`config.mk`:
```
export PLATFORM = sky130hd
export DESIGN_NAME = uart_tx_serializer
export DESIGN_NICKNAME = d
export VERILOG_FILES = /design/src/rtl/uart_pkg.sv /design/src/rtl/uart_tx_serializer.sv
export SDC_FILE = /design/constraint.sdc
export NUM_CORES = 1
export LEC_CHECK = 0
export ABC_AREA = 0
export ABC_CLOCK_PERIOD_IN_PS = 2900
export CORE_ASPECT_RATIO = 1.2
export CORE_MARGIN = 5
export CORE_UTILIZATION = 27
export DETAILED_ROUTE_END_ITERATION = 10
export PLACE_DENSITY = 0.51
export SYNTH_ARGS = -nofsm -noshare
export SYNTH_HDL_FRONTEND = slang
export SYNTH_SLANG_ARGS = --single-unit
```
`constraint.sdc`:
```
create_clock -name Clk -period 2.9 [get_ports Clk]
set_input_delay 0.58 -clock Clk [delete_from_list [all_inputs] [get_ports Clk]]
set_output_delay 0.58 -clock Clk [all_outputs]
set_load 0.01 [all_outputs]
```
`src/rtl/uart_pkg.sv`:
```
// uart_pkg: shared constants for the UART transmit path.
// Holds the serializer state encoding, frame-length constants and the
// even-parity helper used when a byte is accepted.
package uart_pkg;

    localparam int unsigned STATE_W   = 3;
    localparam int unsigned DATA_BITS = 8;
    localparam int unsigned BIT_IDX_W = 3;

    // Bit periods per frame: start + 8 data + [parity] + stop
    localparam int unsigned FRAME_BITS_PAR   = 11;
    localparam int unsigned FRAME_BITS_NOPAR = 10;

    // Serializer states (plain constants so legacy tools can consume them)
    localparam logic [STATE_W-1:0] ST_IDLE       = 3'd0;
    localparam logic [STATE_W-1:0] ST_WAIT_ALIGN = 3'd1;
    localparam logic [STATE_W-1:0] ST_START      = 3'd2;
    localparam logic [STATE_W-1:0] ST_DATA       = 3'd3;
    localparam logic [STATE_W-1:0] ST_PARITY     = 3'd4;
    localparam logic [STATE_W-1:0] ST_STOP       = 3'd5;

    localparam logic [BIT_IDX_W-1:0] LAST_BIT_IDX = BIT_IDX_W'(DATA_BITS - 1);

    // Even parity bit: makes the total count of ones (data + parity) even
    function automatic logic even_parity(input logic [DATA_BITS-1:0] d);
        return ^d;
    endfunction

endpackage

```
`src/rtl/uart_tx_serializer.sv`:
```
// uart_tx_serializer: frames a byte as start/8 data (LSB first)/[even parity]/stop
// and shifts it onto TxD, one bit per Tx_sample_ENABLE pulse.
// Ports:
//   Clk              - system clock
//   reset            - asynchronous active-low reset
//   Tx_sample_ENABLE - one-cycle pulse per bit period from the baud generator
//   Tx_EN            - transmitter enable, gates acceptance of new frames
//   Tx_WR            - one-cycle write strobe for Tx_DATA
//   Tx_DATA          - byte to transmit
//   TxD              - serial line, idle high (registered)
//   Tx_BUSY          - high from accept until end of stop bit (registered)
module uart_tx_serializer
    import uart_pkg::*;
#(
    parameter logic PARITY_EN = 1'b1
) (
    input  logic                 Clk,
    input  logic                 reset,
    input  logic                 Tx_sample_ENABLE,
    input  logic                 Tx_EN,
    input  logic                 Tx_WR,
    input  logic [DATA_BITS-1:0] Tx_DATA,
    output logic                 TxD,
    output logic                 Tx_BUSY
);

    logic [STATE_W-1:0]   state_q,   state_d;
    logic [BIT_IDX_W-1:0] bit_idx_q, bit_idx_d;
    logic [DATA_BITS-1:0] data_q,    data_d;
    logic                 parity_q,  parity_d;
    logic                 txd_q,     txd_d;
    logic                 busy_q,    busy_d;

    // State and datapath registers
    always_ff @(posedge Clk or negedge reset) begin
        if (!reset) begin
            state_q   <= ST_IDLE;
            bit_idx_q <= '0;
            data_q    <= '0;
            parity_q  <= 1'b0;
            txd_q     <= 1'b1;
            busy_q    <= 1'b0;
        end else begin
            state_q   <= state_d;
            bit_idx_q <= bit_idx_d;
            data_q    <= data_d;
            parity_q  <= parity_d;
            txd_q     <= txd_d;
            busy_q    <= busy_d;
        end
    end

    // Next-state and next-output logic. TxD is computed one step ahead so that
    // the registered line changes only in the cycle following a sample pulse.
    always_comb begin
        state_d   = state_q;
        bit_idx_d = bit_idx_q;
        data_d    = data_q;
        parity_d  = parity_q;
        txd_d     = txd_q;
        busy_d    = busy_q;

        case (state_q)
            ST_IDLE: begin
                // Sample pulses here are ignored; a coincident pulse therefore
                // cannot start the frame, the wait-for-alignment state absorbs it.
                if (Tx_WR && Tx_EN) begin
                    data_d    = Tx_DATA;
                    parity_d  = even_parity(Tx_DATA);
                    bit_idx_d = '0;
                    busy_d    = 1'b1;
                    state_d   = ST_WAIT_ALIGN;
                end
            end
            ST_WAIT_ALIGN: begin
                if (Tx_sample_ENABLE) begin
                    txd_d   = 1'b0;
                    state_d = ST_START;
                end
            end
            ST_START: begin
                if (Tx_sample_ENABLE) begin
                    txd_d     = data_q[0];
                    bit_idx_d = '0;
                    state_d   = ST_DATA;
                end
            end
            ST_DATA: begin
                if (Tx_sample_ENABLE) begin
                    if (bit_idx_q == LAST_BIT_IDX) begin
                        // Leave DATA instead of wrapping into a ninth bit
                        bit_idx_d = '0;
                        if (PARITY_EN) begin
                            txd_d   = parity_q;
                            state_d = ST_PARITY;
                        end else begin
                            txd_d   = 1'b1;
                            state_d = ST_STOP;
                        end
                    end else begin
                        bit_idx_d = bit_idx_q + 3'd1;
                        txd_d     = data_q[bit_idx_q + 3'd1];
                    end
                end
            end
            ST_PARITY: begin
                if (Tx_sample_ENABLE) begin
                    txd_d   = 1'b1;
                    state_d = ST_STOP;
                end
            end
            ST_STOP: begin
                // Busy drops as the stop period ends, so a write in that very
                // cycle is seen in IDLE and accepted back-to-back.
                if (Tx_sample_ENABLE) begin
                    txd_d   = 1'b1;
                    busy_d  = 1'b0;
                    state_d = ST_IDLE;
                end
            end
            default: begin
                txd_d     = 1'b1;
                busy_d    = 1'b0;
                bit_idx_d = '0;
                state_d   = ST_IDLE;
            end
        endcase
    end

    assign TxD     = txd_q;
    assign Tx_BUSY = busy_q;

endmodule

```
==> results of run 1 <==
[cell usage after synthesis (2+ instances only)]
cell / instances / area share
nor3_1: 2 / 0.010
a21oi_1: 5 / 0.026
o21ai_0: 2 / 0.010
nand3_1: 4 / 0.021
dfrtp_1: 16 / 0.42
buf_2: 3 / 0.016
xnor2_1: 7 / 0.064
a2bb2oi_1: 2 / 0.018
inv_1: 5 / 0.020
nand2_1: 7 / 0.028
mux2i_1: 3 / 0.031
mux2_2: 11 / 0.13
nor2_1: 7 / 0.028
ha_1: 2 / 0.026
[worst max-delay path by stage]
stage | to | slack, ps | start
floorplan | TxD$_DFFE_PN1P_ | 1190 | bit_idx_q[0]$_DFFE_PN0P_
CTS | bit_idx_q[0]$_DFFE_PN0P_ | 900 | Tx_WR
global placement | bit_idx_q[0]$_DFFE_PN0P_ | 700 | Tx_WR
finish | bit_idx_q[2]$_DFFE_PN0P_ | 930 | Tx_WR
detailed placement | bit_idx_q[0]$_DFFE_PN0P_ | 650 | Tx_WR
global route | bit_idx_q[0]$_DFFE_PN0P_ | 840 | Tx_WR
[critical path: stages]
cell,delay (ps)
clkdlybuf4s50_1,480
nand2_1,70
nor4_1,190
buf_4,240
nand2b_1,190
mux2_2,350
[routing by layer]
| layer | GRT usage | vias up |
|---|---|---|
| met3 | 0.0299 | 4 |
| met4 | 0.0339 | 0 |
| li1 | - | 351 |
| met1 | 0.108 | 340 |
| met2 | 0.126 | 18 |
| met5 | 0 | - |
[cells by family (layout without fill, tap and decap cells)]
logic type,after synthesis,after routing,synth area share
compound gates,15,15,0.104
fa+ha+maj,2,2,0.0262
buf+inv,10,24,0.0550
simple gates,26,26,0.127
xor+xnor,7,7,0.0642
flops,17,17,0.447
mux,15,15,0.177
[area by class of cell]
class,count,share of cell area
clock inverter,1,0.00431
timing repair buffer,15,0.127
tap,37,0.0399
clock buffer,3,0.0356
inverter,5,0.0162
sequential,17,0.367
multi-input combinational,65,0.409
[report_power, final]
group          switching (mW)  internal, mW  leakage [nW]
Clock                  0.0780        0.0952        0.0255
Sequential             0.0934         0.352         0.206
Combinational           0.199         0.275         0.280
Total                   0.370         0.723         0.511
[registers in the layout, summed over array words and instances (netlist names)]
name,flops
parity_q,1
state_q,3
Tx_BUSY,1
TxD,1
bit_idx_q,3
data_q,8
[per-stage QoR]
| step | instances | worst slack [ps] | power (mW) |
|---|---|---|---|
| 4_1_cts | 143 | 902 | 1.12 |
| 3_5_place_dp | 139 | 650 | 0.937 |
| 2_1_floorplan | 92 | 1190 | 0.831 |
| 6_report | 143 | 928 | 1.09 |
| 5_1_grt | 143 | 840 | 1.19 |
| 3_3_place_gp | 139 | 700 | 0.933 |
==> run summary, run 1 <==
initial antenna violation count -> 0
critical path arrival -> 2110 ps
Layout Skew -> 3.13 ps
DR iter-0 viols -> 70
Sequential Area -> 427 sq um
setup_tns -> 0 ps
Starting Density -> 0.284
status -> finished clean
syn avg cell area -> 10.4 sq um
setup bufs post-CTS -> 0
Min-Delay Path Class -> flip-flop to flip-flop
Post-Syn Area -> 955 sq um
max layer used -> met4
Worst-Margin Slew -> 775 ps
TritonCTS clock tree -> yes
Reg clk slew, reported paths -> 70 ps
final core utilization -> 0.345
core area -> 0.00337 sq mm
CP Data Required Time -> 3040 ps
Slew Limit Fails -> 0
Synth Flop Type -> dfrtp_1
post-cts hold buffer count -> 0
commonest non-fill, non-tap cell in the layout -> dfrtp_1
final net count -> 122
Critical Path Fanout Max -> 11
register bit total from synthesis -> 17
vias in the first global route -> 742
largest net degree at the start of global routing -> 18
Hold Path End -> data_q[6]$_DFFE_PN0P_
Met3 Wirelength -> 87 microns
most frequent cells in the layout -> 16 x dfrtp_1, 14 x clkdlybuf4s50_1, 11 x mux2_2
total number of vias -> 713
fillers -> 361
R2R setup slack -> 1040 ps
Critical Path Source Type -> input port
die area -> 0.00483 sq mm
EDFF count, synth -> 0
Multi-input gate area -> 475 sq um
Final Hold Slack -> 506 ps
Synth-to-Final Area Change -> 21.6%
FF-to-FF Start -> bit_idx_q[0]$_DFFE_PN0P_
Max Buffers Root-to-Sink -> 2
P_leak -> 0.511 nW
fin area -> 0.00116 sq mm
worst reg2reg endpoint -> TxD$_DFFE_PN1P_
DP HPWL -> 1.36 mm
CTS Sinks -> 17
routed wire length -> 1.78 mm
Crit Path Class -> input port to flip-flop
later-pin clock latency in the skew report -> 250 ps
Chip Height -> 75.1 microns
DR WL met2 -> 809 microns
final setup vio count -> 0
IO Port Bufs -> 14
slew margin rel. -> 0.482
Worst R2R Path Depth -> 5
CTS Root Cell -> clkbuf_8
Pwr per Cell Area -> 941 mW/mm^2
crit path time final -> 1970 ps
clock buffer count from CTS -> 3
Crit. End Element -> flip-flop
Hold Violations, Final -> 0
unrepaired setup endpoints after global routing -> no
Die Wd -> 64.3 microns
library cells used by synthesis -> 30
WL/cell -> 12.5 microns
post_cts resized -> 0
grt ovf -> 0
period utilization -> 0.680
Synth Net Count -> 107
row count -> 23
first-pass GRT wire length -> 3.22 mm
IO Pins -> 15
VDD IR max -> 379 uV
fraction of registers with async set/reset -> 1.00
Yosys Warn Count -> 0
GR Util All Layers -> 0.0832
post-synthesis cell count -> 92
Final GP Congestion -> 0.758
Final ANT Viol Nets -> 0
Seq/Total Area, Yosys -> 0.447
Max-Cap Viols -> 0
wire length on met1 -> 852 microns
share of cells above drive strength 1 -> 0.170
H-tree levels -> 1
detailed-route DRC error count -> 0
ANT cells -> 0
DRT Pass-1 Iters -> 3
Hold Startpoint -> data_q[6]$_DFFE_PN0P_
FMAX -> 507 MHz
vias per std cell -> 4.99
Hold Path Stages -> 1
DP Area -> 0.00111 sq mm
(Power assumes the default switching activity.)
==> run 2: changes to the inputs <==
Settings changed: ABC_CLOCK_PERIOD_IN_PS 2900 to 1800, PLACE_DENSITY 0.51 to 0.52.
Clock period 2.9 ns to 1.8 ns, I/O delays scaled along.
==> run 2 against run 1 <==
- register-to-register slack lost 950 ps
- first-iteration DRC count shrank 66%
- wire length grew 7.3%
- setup slack lost 840 ps
- cell area grew 5.6%
- final cell count grew 4.9%
- power grew 74%
- flip-flop and latch count is the same
- critical endpoint is now TxD$_DFFE_PN1P_
- largest power group unchanged
==> run summary, run 2 (synthesized netlist as in run 1, its figures left out) <==
status -> finished clean
Worst R2R Path Depth -> 5 (unchanged)
Pwr per Cell Area -> 1550 mW/mm^2 (+65%)
worst reg2reg endpoint -> TxD$_DFFE_PN1P_
VDD IR max -> 680 uV (+79%)
Final GP Congestion -> 0.782 (+3.2%)
Hold Violations, Final -> 0 (unchanged)
IO Pins -> 15 (unchanged)
vias per std cell -> 4.93 (-1.2%)
core area -> 0.00337 sq mm (unchanged)
post-cts hold buffer count -> 0 (unchanged)
Final Hold Slack -> 434 ps (-71.8 ps)
initial antenna violation count -> 0 (unchanged)
final setup vio count -> 0 (unchanged)
CTS Sinks -> 17 (unchanged)
P_leak -> 0.543 nW (+6.1%)
detailed-route DRC error count -> 0 (unchanged)
crit path time final -> 1710 ps
first-pass GRT wire length -> 3.43 mm (+6.4%)
critical path arrival -> 1880 ps (-230 ps)
Critical Path Source Type -> flip-flop
total number of vias -> 739 (+3.6%)
Chip Height -> 75.1 microns (unchanged)
ANT cells -> 0 (unchanged)
period utilization -> 0.950
Crit Path Class -> flip-flop to flip-flop
CP Data Required Time -> 1970 ps (-1070 ps)
vias in the first global route -> 802 (+8.1%)
share of cells above drive strength 1 -> 0.230 (+0.0603)
Top reg by flops -> data_q
Crit. End Element -> flip-flop
GR Util All Layers -> 0.0905 (+0.00725)
CP cell instances -> ha_1 > mux2_4 > or3_1 > nand4_1 > a41oi_1
grt ovf -> 0 (unchanged)
Max Buffers Root-to-Sink -> 2 (unchanged)
clock buffer count from CTS -> 3 (unchanged)
Starting Density -> 0.284 (unchanged)
Slew Limit Fails -> 0 (unchanged)
worst stage delay on the critical path -> 390 ps (-90 ps)
final net count -> 129 (+5.7%)
die area -> 0.00483 sq mm (unchanged)
DRT Pass-1 Iters -> 4 (+1)
Final ANT Viol Nets -> 0 (unchanged)
fillers -> 364 (+0.83%)
routed wire length -> 1.91 mm (+7.3%)
Worst-Margin Slew -> 365 ps (-410 ps)
later-pin clock latency in the skew report -> 250 ps (about the same)
Multi-input gate area -> 488 sq um (+2.6%)
max reg flops -> 8 (unchanged)
largest net degree at the start of global routing -> 18 (unchanged)
CTS Root Cell -> clkbuf_8
DP Area -> 0.00117 sq mm (+4.7%)
DP HPWL -> 1.45 mm (+6.5%)
Synth-to-Final Area Change -> 28.4%
DR iter-0 viols -> 24 (-66%)
TritonCTS clock tree -> yes
commonest non-fill, non-tap cell in the layout -> dfrtp_1
Critical Path Fanout Max -> 3 (-8)
row count -> 23 (unchanged)
H-tree levels -> 1 (unchanged)
Layout Skew -> 5.94 ps (+2.81 ps)
fin area -> 0.00123 sq mm (+5.6%)
most frequent cells in the layout -> 16 x dfrtp_1, 14 x clkdlybuf4s50_1, 11 x mux2_2, 8 x buf_4
Min-Delay Path Class -> input port to async pin
IO Port Bufs -> 14 (unchanged)
FMAX -> 585 MHz
Reg clk slew, reported paths -> 70 ps (about the same)
slew margin rel. -> 0.754 (+0.272)
biggest regs -> data_q x8, bit_idx_q x3, state_q x3
FF-to-FF Start -> bit_idx_q[0]$_DFFE_PN0P_
Max-Cap Viols -> 0 (unchanged)
Die Wd -> 64.3 microns (unchanged)
Slowest-stage cell, CP -> dfrtp_1
R2R setup slack -> 90 ps (-950 ps)
Sequential Area -> 427 sq um (unchanged)
unrepaired setup endpoints after global routing -> no
final core utilization -> 0.364 (+0.0193)
WL/cell -> 12.8 microns (+2.3%)
==> run 2: final cells by class <==
cell class                 instances  share of cell area
timing repair buffer              22               0.163
clock inverter                     1             0.00408
tap                               37              0.0378
multi-input combinational         65               0.398
inverter                           5              0.0153
sequential                        17               0.348
clock buffer                       3              0.0337
==> run 2: worst max-delay path by stage <==
stage,startpoint,endpoint,slack (ps),cells after the start
after floorplan,bit_idx_q[0]$_DFFE_PN0P_,TxD$_DFFE_PN1P_,90,6
after global placement,Tx_WR,data_q[2]$_DFFE_PN0P_,-100,5
after detailed placement,Tx_EN,data_q[2]$_DFFE_PN0P_,-120,5
after CTS,bit_idx_q[0]$_DFFE_PN0P_,TxD$_DFFE_PN1P_,70,5
after global routing,bit_idx_q[1]$_DFFE_PN0P_,TxD$_DFFE_PN1P_,20,5
final,bit_idx_q[0]$_DFFE_PN0P_,TxD$_DFFE_PN1P_,90,5
==> run 2: what timing repair did <==
item | 4_1_cts | 5_1_grt
endpoints found under the setup margin | 0 | 1
buffers inserted | 0 | 0
resized for setup | 0 | 1
==> run 2: power breakdown <==
group          leakage [nW]  total [mW]  switching (mW)  internal, mW
combinational         0.311       0.940           0.409         0.531
sequential            0.206       0.673           0.105         0.568
clock                0.0255       0.286           0.133         0.154
total                 0.543        1.90           0.647          1.25
==> run 2: routing by layer <==
metal	share of wire	wire, microns	GRT usage	up-vias
li1	-	-	-	363
met1	0.44	850	0.104	351
met2	0.49	929	0.153	20
met3	0.045	87	0.0209	5
met4	0.024	46	0.0543	0
met5	0	0	0	-
==> run 2: through the flow <==
stage               std cells  TNS [ps]  setup slack (ps)  total power [mW]
CTS                       150         0              65.3              1.91
global route              150         0              18.5              2.05
finish                    150         0              89.3              1.90
floorplan                  92         0              86.7              1.34
detailed placement        146     -1070              -120              1.60
global placement          146      -925             -99.1              1.59
==> run 2: critical path, delay by kind of cell, from the launching register on <==
family / cells / cell delay (ps)
compound gates: 1 / 120
simple gates: 2 / 450
mux: 1 / 310
flops: 1 / 390
fa+ha+maj: 1 / 360
==> run 3: changes to the inputs <==
Settings changed: GPL_TIMING_DRIVEN set to 0.
==> run 3 against run 2 <==
- setup slack improved by 6.9 ps
- combinational power fell by 3.1%
- core utilization decreased by 0.37 points
- flip-flop and latch count unchanged
- cell area decreased by 1.0%
- hold slack improved by 74 ps
==> run summary, run 3 (synthesized netlist as in run 1, its figures left out) <==
status -> finished clean
Max Buffers Root-to-Sink -> 2 (unchanged)
Hold Violations, Final -> 0 (unchanged)
Pwr per Cell Area -> 1550 mW/mm^2 (+0.19%)
Worst-Margin Slew -> 797 ps (+432 ps)
P_leak -> 0.529 nW (-2.5%)
row count -> 23 (unchanged)
IO Port Bufs -> 14 (unchanged)
ANT cells -> 0 (unchanged)
core area -> 0.00337 sq mm (unchanged)
WL/cell -> 12.7 microns (-0.55%)
Chip Height -> 75.1 microns (unchanged)
unrepaired setup endpoints after global routing -> no
later-pin clock latency in the skew report -> 250 ps (about the same)
fillers -> 350 (-3.8%)
Final ANT Viol Nets -> 0 (unchanged)
CTS Sinks -> 17 (unchanged)
Max-Cap Viols -> 0 (unchanged)
max reg flops -> 8 (unchanged)
Worst R2R Path Depth -> 6 (+1)
H-tree levels -> 1 (unchanged)
critical path arrival -> 1870 ps (about the same)
total number of vias -> 716 (-3.1%)
DRT Pass-1 Iters -> 4 (unchanged)
Layout Skew -> 3.05 ps (-2.89 ps)
Crit path buffers/inverters -> 1 (+1)
TritonCTS clock tree -> yes
vias per std cell -> 4.84 (-1.8%)
die area -> 0.00483 sq mm (unchanged)
cell count after placement -> 143 (-2.1%)
Min-Delay Path Class -> flip-flop to flip-flop
Place WS -> -211 ps (-90.6 ps)
period utilization -> 0.947 (-0.00386)
R2R setup slack -> 100 ps (about the same)
biggest regs -> data_q x8, bit_idx_q x3, state_q x3
delay-heaviest family, CP -> flip-flops
IO Pins -> 15 (unchanged)
slew margin rel. -> 0.467 (-0.288)
Critical Path Source Type -> flip-flop
Hold Startpoint -> data_q[1]$_DFFE_PN0P_
vias in the first global route -> 690 (-14%)
most frequent cells in the layout -> 15 x dfrtp_1, 14 x clkdlybuf4s50_1, 11 x mux2_2
grt ovf -> 0 (unchanged)
final setup vio count -> 0 (unchanged)
GR Util All Layers -> 0.0865 (-0.00395)
worst stage delay on the critical path -> 430 ps (+40 ps)
DR iter-0 viols -> 19 (-21%)
clock buffer count from CTS -> 3 (unchanged)
detailed-route DRC error count -> 0 (unchanged)
Die Wd -> 64.3 microns (unchanged)
Starting Density -> 0.284 (unchanged)
fin area -> 0.00121 sq mm (-1.0%)
Crit. End Element -> flip-flop
Hold Path Stages -> 1
Final Non-Filler Cells -> 148 (-1.3%)
share of cells above drive strength 1 -> 0.225 (-0.00486)
DP HPWL -> 1.36 mm (-6.2%)
Crit Path Class -> flip-flop to flip-flop
Hold Path End -> data_q[1]$_DFFE_PN0P_
Reg clk slew, reported paths -> 70 ps (about the same)
setup_tns -> 0 ps (unchanged)
CTS Root Cell -> clkbuf_8
crit path time final -> 1700 ps (-6.95 ps)
CP Data Required Time -> 1970 ps (about the same)
Synth-to-Final Area Change -> 27.1%
FF-to-FF Start -> bit_idx_q[0]$_DFFE_PN0P_
Slowest-stage cell, CP -> dfrtp_2
initial antenna violation count -> 0 (unchanged)
largest net degree at the start of global routing -> 18 (unchanged)
Slew Limit Fails -> 0 (unchanged)
first-pass GRT wire length -> 3.17 mm (-7.4%)
final net count -> 127 (-1.6%)
Final GP Congestion -> 0.764 (-2.3%)
routed wire length -> 1.88 mm (-1.9%)
FMAX -> 587 MHz (+0.41%)
VDD IR max -> 562 uV (-17%)
worst reg2reg endpoint -> TxD$_DFFE_PN1P_
Top reg by flops -> data_q
Critical Path Fanout Max -> 5 (+2)
commonest non-fill, non-tap cell in the layout -> dfrtp_1
post-cts hold buffer count -> 0 (unchanged)
worst setup margin -> 96.2 ps (+6.95 ps)
DP Area -> 0.00114 sq mm (-2.3%)
CP Depth -> 6 (+1)
CP cell instances -> ha_4 > buf_6 > mux2_4 > or3_1 > nand4_1 > a41oi_1
run 3: metal layers:
layer / up-vias / GRT usage / share of wire / routed length [microns]
li1: 363 / - / - / -
met1: 330 / 0.105 / 0.46 / 865
met2: 19 / 0.135 / 0.47 / 884
met3: 4 / 0.0254 / 0.046 / 87
met4: 0 / 0.0543 / 0.021 / 40
met5: - / 0 / 0 / 0
run 3: cell type report:
cell class	instances	area, sq um	area share
well taps	37	46.3	0.0381
plain buffers	5	33.8	0.0278
inverters	5	18.8	0.0155
flip-flops and latches	17	428	0.353
multi-input cells	65	494	0.407
repair buffers	15	148	0.122
clock buffers	4	45.0	0.0371
run 3: power breakdown:
| part | total [mW] | switching, mW | internal, mW | leakage [nW] |
|---|---|---|---|---|
| logic | 0.911 | 0.391 | 0.520 | 0.301 |
| clock network | 0.294 | 0.136 | 0.157 | 0.0228 |
| registers | 0.679 | 0.109 | 0.570 | 0.205 |
| total | 1.88 | 0.636 | 1.25 | 0.529 |
run 3: how the worst max path moves through the flow:
stage,start,end,slack (ps)
2_1_floorplan,bit_idx_q[0]$_DFFE_PN0P_,TxD$_DFFE_PN1P_,90
3_3_place_gp,Tx_WR,data_q[5]$_DFFE_PN0P_,-190
3_5_place_dp,Tx_WR,bit_idx_q[0]$_DFFE_PN0P_,-210
4_1_cts,bit_idx_q[0]$_DFFE_PN0P_,TxD$_DFFE_PN1P_,40
5_1_grt,bit_idx_q[0]$_DFFE_PN0P_,TxD$_DFFE_PN1P_,30
6_report,bit_idx_q[0]$_DFFE_PN0P_,TxD$_DFFE_PN1P_,100
run 3: timing repair:
action	4_1_cts	5_1_grt
setup buffers	1	0
endpoints found under the setup margin	1	11
resized for setup	1	2
run 3: through the flow:
step | total power, mW | utilization | hold WS (ps)
2_1_floorplan | 1.34 | - | 64.4
3_3_place_gp | 1.55 | 0.339 | 489
3_5_place_dp | 1.56 | 0.339 | 498
4_1_cts | 1.88 | 0.355 | 514
5_1_grt | 2.05 | 0.360 | 527
6_report | 1.88 | 0.360 | 508
